--- src/rtl/mem_port_arbiter_if.sv ---
// Hart-side request/response and memory-side read port of mem_port_arbiter.
// The master modport is the environment: requesters plus the memory that answers them.
interface mem_port_arbiter_if #(
    parameter int NUM_CH = 2,
    parameter int ADDR_W = 32,
    parameter int DATA_W = 32
);
    logic [NUM_CH-1:0]        req_valid;
    logic [NUM_CH-1:0]        req_ready;
    logic [NUM_CH*ADDR_W-1:0] req_addr;
    logic [NUM_CH*2-1:0]      req_size;
    logic [NUM_CH-1:0]        rsp_valid;
    logic [DATA_W-1:0]        rsp_data;
    logic                     mem_req;
    logic [ADDR_W-1:0]        mem_addr;
    logic [1:0]               mem_size;
    logic [DATA_W-1:0]        mem_rdata;
    logic                     busy;

    modport master (
        output req_valid, req_addr, req_size, mem_rdata,
        input  req_ready, rsp_valid, rsp_data, mem_req, mem_addr, mem_size, busy
    );

    modport slave (
        input  req_valid, req_addr, req_size, mem_rdata,
        output req_ready, rsp_valid, rsp_data, mem_req, mem_addr, mem_size, busy
    );
endinterface

--- src/rtl/mem_port_arbiter.sv ---
// N-channel arbiter onto one single-outstanding memory read port, one buffered request per channel.
// Define ARB_FIXED_PRIO_EN for fixed lowest-index-first priority instead of round-robin.
module mem_port_arbiter #(
    parameter int NUM_CH  = 2,
    parameter int ADDR_W  = 32,
    parameter int DATA_W  = 32,
    parameter int MEM_LAT = 2
) (
    input  logic              clk,
    input  logic              rst_n,
    mem_port_arbiter_if.slave bus
);
    localparam int                CH_W   = $clog2(NUM_CH);
    localparam logic [NUM_CH-1:0] CH_ONE = NUM_CH'(1);

    typedef enum logic [1:0] {IDLE, ISSUE, WAIT, RESP} state_t;

    state_t              state_reg;
    logic [CH_W-1:0]     grant_reg;
    logic [3:0]          wait_cnt_reg;
    logic                mem_req_reg;
    logic [ADDR_W-1:0]   mem_addr_reg;
    logic [1:0]          mem_size_reg;
    logic [NUM_CH-1:0]   rsp_valid_reg;
    logic [DATA_W-1:0]   rsp_data_reg;
    logic                busy_reg;

    logic [NUM_CH-1:0]   pend;
    logic [ADDR_W-1:0]   addr_buf [NUM_CH];
    logic [1:0]          size_buf [NUM_CH];

    logic [NUM_CH-1:0]   scan_mask;
    logic [CH_W-1:0]     scan_base;
    logic [CH_W:0]       scan_sum;
    logic                pick_any;
    logic [CH_W-1:0]     pick_idx;

`ifdef ARB_FIXED_PRIO_EN
`else
    logic [CH_W-1:0]     ptr_reg;
    logic [CH_W-1:0]     next_ptr;

    assign next_ptr = (grant_reg == CH_W'(NUM_CH - 1)) ? '0 : grant_reg + 1'b1;
`endif

    for (genvar gi = 0; gi < NUM_CH; gi++) begin : g_ch
        logic              pend_reg;
        logic [ADDR_W-1:0] addr_reg;
        logic [1:0]        size_reg;

        // A buffered request cannot be overwritten: ready is low until RESP for it ends.
        always_ff @(posedge clk or negedge rst_n) begin
            if (!rst_n) begin
                pend_reg <= 1'b0;
                addr_reg <= '0;
                size_reg <= '0;
            end else if (state_reg == RESP && grant_reg == CH_W'(gi)) begin
                pend_reg <= 1'b0;
            end else if (bus.req_valid[gi] && !pend_reg) begin
                pend_reg <= 1'b1;
                addr_reg <= bus.req_addr[gi*ADDR_W +: ADDR_W];
                size_reg <= bus.req_size[gi*2 +: 2];
            end
        end

        assign pend[gi]     = pend_reg;
        assign addr_buf[gi] = addr_reg;
        assign size_buf[gi] = size_reg;
    end

    // In RESP the channel just served is masked out and the scan starts one past it.
    always_comb begin
        scan_mask = pend;
        if (state_reg == RESP) scan_mask[grant_reg] = 1'b0;
`ifdef ARB_FIXED_PRIO_EN
        scan_base = '0;
`else
        scan_base = (state_reg == RESP) ? next_ptr : ptr_reg;
`endif
        scan_sum = '0;
        pick_any = 1'b0;
        pick_idx = '0;
        // Descending offsets so the last hit is the nearest channel to scan_base.
        for (int k = NUM_CH - 1; k >= 0; k--) begin
            scan_sum = {1'b0, scan_base} + (CH_W+1)'(k);
            if (scan_sum >= (CH_W+1)'(NUM_CH)) scan_sum = scan_sum - (CH_W+1)'(NUM_CH);
            if (scan_mask[scan_sum[CH_W-1:0]]) begin
                pick_any = 1'b1;
                pick_idx = scan_sum[CH_W-1:0];
            end
        end
    end

    always_ff @(posedge clk or negedge rst_n) begin
        if (!rst_n) begin
            state_reg     <= IDLE;
            grant_reg     <= '0;
            wait_cnt_reg  <= '0;
            mem_req_reg   <= 1'b0;
            mem_addr_reg  <= '0;
            mem_size_reg  <= '0;
            rsp_valid_reg <= '0;
            rsp_data_reg  <= '0;
            busy_reg      <= 1'b0;
`ifdef ARB_FIXED_PRIO_EN
`else
            ptr_reg       <= '0;
`endif
        end else begin
            mem_req_reg   <= 1'b0;
            rsp_valid_reg <= '0;
            case (state_reg)
                IDLE, RESP: begin
`ifdef ARB_FIXED_PRIO_EN
`else
                    if (state_reg == RESP) ptr_reg <= next_ptr;
`endif
                    if (pick_any) begin
                        grant_reg    <= pick_idx;
                        mem_req_reg  <= 1'b1;
                        mem_addr_reg <= addr_buf[pick_idx];
                        mem_size_reg <= size_buf[pick_idx];
                        busy_reg     <= 1'b1;
                        state_reg    <= ISSUE;
                    end else begin
                        busy_reg     <= 1'b0;
                        state_reg    <= IDLE;
                    end
                end
                ISSUE: begin
                    wait_cnt_reg <= 4'(MEM_LAT);
                    state_reg    <= WAIT;
                end
                WAIT: begin
                    if (wait_cnt_reg == 4'd1) begin
                        rsp_data_reg  <= bus.mem_rdata;
                        rsp_valid_reg <= CH_ONE << grant_reg;
                        state_reg     <= RESP;
                    end else begin
                        wait_cnt_reg  <= wait_cnt_reg - 4'd1;
                    end
                end
                default: state_reg <= IDLE;
            endcase
        end
    end

    assign bus.req_ready = ~pend;
    assign bus.rsp_valid = rsp_valid_reg;
    assign bus.rsp_data  = rsp_data_reg;
    assign bus.mem_req   = mem_req_reg;
    assign bus.mem_addr  = mem_addr_reg;
    assign bus.mem_size  = mem_size_reg;
    assign bus.busy      = busy_reg;
endmodule
--- src/flat_wrapper.sv ---
// flat-port wrapper written by rule: the top's interface ports become plain ports
module mem_port_arbiter_flat 
#(
    parameter int NUM_CH  = 2,
    parameter int ADDR_W  = 32,
    parameter int DATA_W  = 32,
    parameter int MEM_LAT = 2
)
  (clk, rst_n, bus_req_valid, bus_req_addr, bus_req_size, bus_mem_rdata, bus_req_ready, bus_rsp_valid, bus_rsp_data, bus_mem_req, bus_mem_addr, bus_mem_size, bus_busy);
  mem_port_arbiter_if #(.NUM_CH(NUM_CH), .ADDR_W(ADDR_W), .DATA_W(DATA_W)) bus_i ();
  input  logic clk;
  input  logic rst_n;
  input wire logic [$bits(bus_i.req_valid)-1:0] bus_req_valid;
  input wire logic [$bits(bus_i.req_addr)-1:0] bus_req_addr;
  input wire logic [$bits(bus_i.req_size)-1:0] bus_req_size;
  input wire logic [$bits(bus_i.mem_rdata)-1:0] bus_mem_rdata;
  output wire logic [$bits(bus_i.req_ready)-1:0] bus_req_ready;
  output wire logic [$bits(bus_i.rsp_valid)-1:0] bus_rsp_valid;
  output wire logic [$bits(bus_i.rsp_data)-1:0] bus_rsp_data;
  output wire logic [$bits(bus_i.mem_req)-1:0] bus_mem_req;
  output wire logic [$bits(bus_i.mem_addr)-1:0] bus_mem_addr;
  output wire logic [$bits(bus_i.mem_size)-1:0] bus_mem_size;
  output wire logic [$bits(bus_i.busy)-1:0] bus_busy;
  assign bus_i.req_valid = bus_req_valid;
  assign bus_i.req_addr = bus_req_addr;
  assign bus_i.req_size = bus_req_size;
  assign bus_i.mem_rdata = bus_mem_rdata;
  assign bus_req_ready = bus_i.req_ready;
  assign bus_rsp_valid = bus_i.rsp_valid;
  assign bus_rsp_data = bus_i.rsp_data;
  assign bus_mem_req = bus_i.mem_req;
  assign bus_mem_addr = bus_i.mem_addr;
  assign bus_mem_size = bus_i.mem_size;
  assign bus_busy = bus_i.busy;
  mem_port_arbiter #(.NUM_CH(NUM_CH), .ADDR_W(ADDR_W), .DATA_W(DATA_W), .MEM_LAT(MEM_LAT)) u_core (.clk(clk), .rst_n(rst_n), .bus(bus_i));
endmodule
--- config.mk ---
export PLATFORM = sky130hd
export DESIGN_NAME = mem_port_arbiter_flat
export DESIGN_NICKNAME = d
export VERILOG_FILES = /design/src/rtl/mem_port_arbiter_if.sv /design/src/rtl/mem_port_arbiter.sv /design/src/flat_wrapper.sv
export SDC_FILE = /design/constraint.sdc
export NUM_CORES = 1
export LEC_CHECK = 0
export CAP_MARGIN = 30
export CORE_MARGIN = 2
export CORE_UTILIZATION = 30
export CTS_BUF_LIST = sky130_fd_sc_hd__clkbuf_4 sky130_fd_sc_hd__clkbuf_8 sky130_fd_sc_hd__clkbuf_16
export DETAILED_ROUTE_END_ITERATION = 7
export GPL_TIMING_DRIVEN = 0
export PLACE_DENSITY_LB_ADDON = 0.1
export SYNTH_ARGS = -nofsm -noshare
export SYNTH_HDL_FRONTEND = slang
export SYNTH_SLANG_ARGS = --single-unit
--- constraint.sdc ---
create_clock -name clk -period 2.6 [get_ports clk]
set_input_delay 0.78 -clock clk [delete_from_list [all_inputs] [get_ports clk]]
set_output_delay 0.78 -clock clk [all_outputs]
set_load 0.01 [all_outputs]
* After elaboration in Yosys (flattened, before gate mapping)
Index checks and enable logic that the tools add are counted.
** Cells by class
- Mux-type cells :: 34
- Add/subtract/negate cells :: 5
- $lt $le $gt $ge :: 7
- Bitwise logic cells :: 7
- Shift-type cells :: 1
- Reductions and logical operators :: 17
- Equal/unequal tests :: 6
** Operators with widths (count)
- $mux W32 :: 3
- $mux W1 :: 20
- $mux W2 :: 7
- $reduce_and A2 Y1 :: 5
- $pmux W4 S2 :: 1
- $lt A1 B2 Y1 const B :: 3
- $pmux W2 S3 :: 1
- $reduce_bool A2 Y1 :: 3
- $logic_and A1 B1 Y1 :: 5
- $eq A2 B2 Y1 const B :: 2
- $eq A4 B1 Y1 const B :: 1
- $ge A2 B2 Y1 const B :: 2
- $mux W4 :: 1
- $not A2 Y2 :: 2
- $sub A4 B1 Y4 const B :: 1
- $not A1 Y1 :: 3
- $add A1 B1 Y2 const B :: 1
- $and A2 B2 Y2 :: 1
- $eq A2 B1 Y1 const B :: 1
- $ge A1 B2 Y1 const B :: 1
- $logic_not A1 Y1 :: 2
- $logic_not A2 Y1 :: 1
- $ne A2 B1 Y1 const B :: 1
- $ne A2 B2 Y1 const B :: 1
- 7 further kinds :: 8
** Word-level totals
- Flip-flop bits (word level) :: 148
- Output and inout bits :: 72
- Logic and storage cells :: 93

* Longest topological paths before layout
- Depth after elaboration :: 15
- Gate-level depth with buffers :: 7
- Depth with buffers taken out :: 6

* Worst setup path after synthesis
Ideal clock, no wire load.
- Kind :: reg-to-reg
- From :: register u_core.state_reg[0]
- To :: register u_core.mem_addr_reg[0] (netlist: u_core.bus.mem_addr[0])
- Slack :: 0.649 ns
- Arrival :: 1.823 ns
- Setup time :: 0.128 ns
- Cell stages (with the launch flop) :: 8
- Clock period less this slack :: 1.951 ns
- Cell sequence :: dfrtp_1 -> ha_1 -> or4b_1 -> o211ai_2 -> buf_6 -> buf_12 -> mux2i_1 -> a21oi_2
** Between the ends
- Word-level cells in the longest chain between the ends :: 13
- Elaborated cells on any way between the ends :: 25
- Classes of those cells :: add/sub: 3; order compare: 2; eq/ne: 1; mux: 15; bitwise: 1; reduce/logical: 3
** RTL lines
- from (decl) :: RTL line mem_port_arbiter.sv:18 : state_t state_reg;
- from (signal assigned) :: RTL line mem_port_arbiter.sv:96 : state_reg <= IDLE;
- from (signal assigned) :: RTL line mem_port_arbiter.sv:124 : state_reg <= ISSUE;
- from (signal assigned) :: RTL line mem_port_arbiter.sv:127 : state_reg <= IDLE;
- $eq A2 B2 Y1 :: RTL line mem_port_arbiter.sv:74, mem_port_arbiter.sv:78, mem_port_arbiter.sv:112
- $mux W1
- $add A1 B1 Y2 :: RTL line mem_port_arbiter.sv:85 : scan_sum = {1'b0, scan_base} + (CH_W+1)'(k);
- $ge A2 B2 Y1 / $sub A1 B1 Y1 (equally long branches) :: RTL line mem_port_arbiter.sv:86 : if (scan_sum >= (CH_W+1)'(NUM_CH)) scan_sum = scan_sum - (CH_W+1)'(NUM_CH);
- $mux W1 :: RTL line mem_port_arbiter.sv:86
- $mux W1 (not written as such) (2 in a row) :: RTL line mem_port_arbiter.sv:87 : if (scan_mask[scan_sum[CH_W-1:0]]) begin
- $mux W1 (2 in a row) :: RTL line mem_port_arbiter.sv:87
- $not A1 Y2 (not written as such) :: RTL line mem_port_arbiter.sv:121 : mem_addr_reg <= addr_buf[pick_idx];
- $mux W32 (not written as such) (3 in a row) :: RTL line mem_port_arbiter.sv:121
- to (signal assigned) :: RTL line mem_port_arbiter.sv:121
- to (decl) :: RTL line mem_port_arbiter.sv:22 : logic [ADDR_W-1:0] mem_addr_reg;
Parallel ways exist; a longest one is shown, timed or not. The select of a mux whose other input is x is not followed.
A chain may end at the register's enable or synchronous reset.

* Worst setup path after layout
- From :: register u_core.g_ch[0].pend_reg
- To :: output bus_req_ready[0]
** Between the ends
- Word-level cells in the longest chain between the ends :: 1
** RTL lines
- from (decl) :: RTL line mem_port_arbiter.sv:47 : logic pend_reg;
- from (signal assigned) :: RTL line mem_port_arbiter.sv:54 : pend_reg <= 1'b0;
- from (signal assigned) :: RTL line mem_port_arbiter.sv:58 : pend_reg <= 1'b0;
- from (signal assigned) :: RTL line mem_port_arbiter.sv:60 : pend_reg <= 1'b1;
- $not A2 Y2 :: RTL line mem_port_arbiter.sv:148 : assign bus.req_ready = ~pend;
- to (decl) :: RTL line flat_wrapper.sv:17 : output wire logic [$bits(bus_i.req_ready)-1:0] bus_req_ready;
No other way between the ends.

==> results by group <==
Timing
  • Unrepaired setup endpoints after global routing: no
  • Max Freq: 426 MHz
  • Fin. Hold Viols: 0
  • Clk_skew: 0.00638 ns
  • Least-Margin Pin Slew: 0.743 ns
  • Tcrit/Tclk final: 90.2%
  • Slew HR: 50.3%
  • Fin crit period: about 2.3 ns
  • Count of final setup violators: 0
  • Worst Hold Slack: between 0.3 and 0.4 ns
  • Slew Viols, Final: 0
  • Worst Slack Setup Final: 0.254 ns

CTS
  • CTS Buffer Depth: 2
  • Clock slew seen by the registers of the worst setup and hold paths: approximately 0.060 ns
  • CTS tree: built
  • H-tree depth: 4
  • Clock latency on the worst-skew pair: 0.42 ns
  • Post-CTS setup buffer count: 0
  • Root Driver: clkbuf_16
  • Hold buffer count at cts: 0
  • Num CTS Buffers: 17
  • Clock sinks: between 100 and 150
  • Post_cts resized: 0

Route
  • DRC viols: 0
  • Final ANT Viol Nets: 0
  • Drt first-iter violations: 167
  • Via count: between 4000 and 5000
  • Via/cell ratio: 4.49
  • Routed wire length: about 15 mm
  • DR WL/cell: 15.7 µm
  • TritonRoute pass-1 iters: 4

Place
  • HPWL Detailed: 10.8 mm
  • Final RePlAce weighted congestion: about 0.74
  • Worst slack, placed: -0.108 ns
  • Port Buffers: around 180

Global routing
  • Vias in the first global route: 4625
  • Grt total ovfl: 0
  • Pin count of the biggest net entering global routing: between 70 and 80
  • Initial antenna violation count: 0
  • First-pass GRT wire length: 24.6 mm
  • Total GRT Usage: about 15%

Flow run
  • Max cap viols: 0

Setup path
  • CP Cell Sequence: inv_1, clkdlybuf4s50_1
  • Critical path data arrival time: around 1.6 ns
  • Crit path capture type: output pin
  • Kind of cell adding the most delay to the critical path: buffers and inverters
  • Delay of the slowest cell on the worst path: 0.60 ns
  • Crit-path slowest cell: clkdlybuf4s50_1
  • Worst Path Buf+Inv: 2
  • RR Startpoint: u_core.state_reg[1]
  • Reg2Reg Setup Slack: 0.27 ns
  • R2R depth: 6
  • Crit path required time: about 1.8 ns
  • Worst-path maximum fanout: 7
  • Worst r2r dst: u_core.bus.mem_addr[26]
  • Crit Path Category: flip-flop to output pin
  • Startpoint class of the critical path: flip-flop

Synthesis
  • Synth Cell Area: 6160 µm²
  • Area contributors post-synth: dfrtp_1 60%, mux2_2 12%, nand2_1 6.0%
  • Syn Inst Count: 501
  • Seq/Total Area, Yosys: 60.2%
  • Synthesis-stage register bit count: 148
  • Count of cell types in the netlist: 29
  • Post-synth top flop: dfrtp_1
  • Synthesized area per cell: 12.3 µm²
  • Synth top area share: 60.2%
  • Post-synth EDFFs: 0
  • Syn_nets: 611
  • Largest area contributor in the netlist: dfrtp_1
  • Ys Warns: 0
  • Post-synth ARST share: 100%

Hold path
  • HP Class: input pin to async pin

Power
  • LEAKAGE: about 3.8 nW
  • Pwr Density: 1390 nW/µm²
  • VDD IR max: a little under 0.6 mV

Final layout
  • Fraction of layout cells with a size suffix above 1: 20.5%
  • Max FFs per register: 64
  • Synth-to-Final Area Change: 43.5%
  • Antenna cells: 0
  • Final net count: 806

Floorplan
  • Initial Util: between 30 and 40%
  • Die Area: 21700 µm²
  • Boundary Pins: 176
  • Cell Rows: 52
  • Die Height: 147 µm
  • Core Box Area: ~20000 µm²
  • DIE WIDTH: 147 µm

Outcome
  • Outcome: finished clean
[cells in the mapped netlist, types with 5 or more instances]
library cell and instances:
mux2i_1 35, clkbuf_1 15, o21ai_0 5, inv_1 8
buf_2 9, ha_1 6, nor2_1 10, mux2_2 68
a21oi_2 29, a21oi_1 45, dfrtp_1 148, nand2_1 99
[how the worst max path moves through the flow]
stage                                 start                          end  slack [ns]  depth (start not counted)
floorplan               u_core.state_reg[0]       u_core.bus.mem_addr[0]        0.65                          7
global placement                      rst_n   u_core.g_ch[0].addr_reg[4]       -5.34                          1
detailed placement         bus_req_valid[0]  u_core.g_ch[0].addr_reg[26]       -0.11                          5
CTS                 u_core.g_ch[0].pend_reg             bus_req_ready[0]        0.24                          2
global route            u_core.state_reg[0]      u_core.bus.mem_addr[29]        0.03                          6
finish              u_core.g_ch[0].pend_reg             bus_req_ready[0]        0.25                          2
[cells by family after synthesis]
| kind of cell | synth area share, % |
|---|---|
| DFF | 60.2 |
| and+or+nand+nor | 7.99 |
| buffers and inverters | 3.29 |
| adders and majority gates | 1.22 |
| muxes | 18.1 |
| AOI/OAI and AO/OA | 9.21 |
[through the flow]
stage / setup TNS (ns) / area [µm²] / cells / util (%) / total power, mW
after floorplan: 0 / 6160 / 501 / - / 7.82
after global placement: -791.78 / 8250 / 946 / 40.9 / 9.99
after detailed placement: -2.90 / 8270 / 947 / 41.0 / 10.2
after CTS: 0 / 8840 / 979 / 43.8 / 12.5
after global routing: 0 / 8840 / 979 / 43.8 / 13.2
final: 0 / 8840 / 979 / 43.8 / 12.3
[worst register-to-register path: stages, from the launching register on]
cell	delay (ns)
dfrtp_1	0.42
ha_1	0.25
nor2b_1	0.16
o21ai_1	0.58
clkbuf_1	0.55
a21oi_1	0.17
a21oi_2	0.14
[report_power, final]
group	internal, mW	switching [mW]	total, mW
Sequential	3.52	0.643	4.16
Clock	1.36	0.958	2.32
Combinational	3.01	2.81	5.82
Total	7.89	4.41	12.3
[layer usage]
layer / part of all wire, % / global-route usage, % / wire [µm] / vias up
met1: 44 / 18.6 / 6840 / 2142
met5: 0 / 0 / 0 / -
met3: 7.8 / 5.43 / 1210 / 14
li1: - / - / - / 2096
met4: 1.3 / 4.38 / 194 / 0
met2: 47 / 23.7 / 7170 / 139
[layout make-up]
| class | instances | area, µm² |
|---|---|---|
| fillers | 1925 | 11300 |
| flip-flops and latches | 148 | 3700 |
| multi-input cells | 317 | 2250 |
| repair buffers | 176 | 1780 |
| clock buffers | 19 | 453 |
| well taps | 270 | 338 |
| plain buffers | 28 | 173 |
| clock inverters | 13 | 109 |
| inverters | 8 | 30.0 |
[cell usage in the layout (no fill, tap or decap), types with 2 or more instances in the layout]
cell type / netlist / final
clkdlybuf4s50_1: 0 / 174
inv_1: 8 / 8
clkinv_2: 0 / 5
o21a_1: 2 / 2
ha_1: 6 / 6
clkinvlp_4: 0 / 6
mux2i_1: 35 / 35
nor2b_1: 3 / 3
nor2_1: 10 / 10
mux2_2: 68 / 68
clkbuf_8: 0 / 2
buf_6: 1 / 2
nand2b_1: 2 / 2
nand2_1: 99 / 99
dfrtp_1: 148 / 148
clkbuf_1: 15 / 15
a21oi_2: 29 / 29
nand3_1: 2 / 2
o21ai_0: 5 / 5
a21oi_1: 45 / 45
buf_12: 3 / 3
clkbuf_16: 0 / 17
buf_2: 9 / 9
No activity file was read; power rests on OpenSTA's default activity.
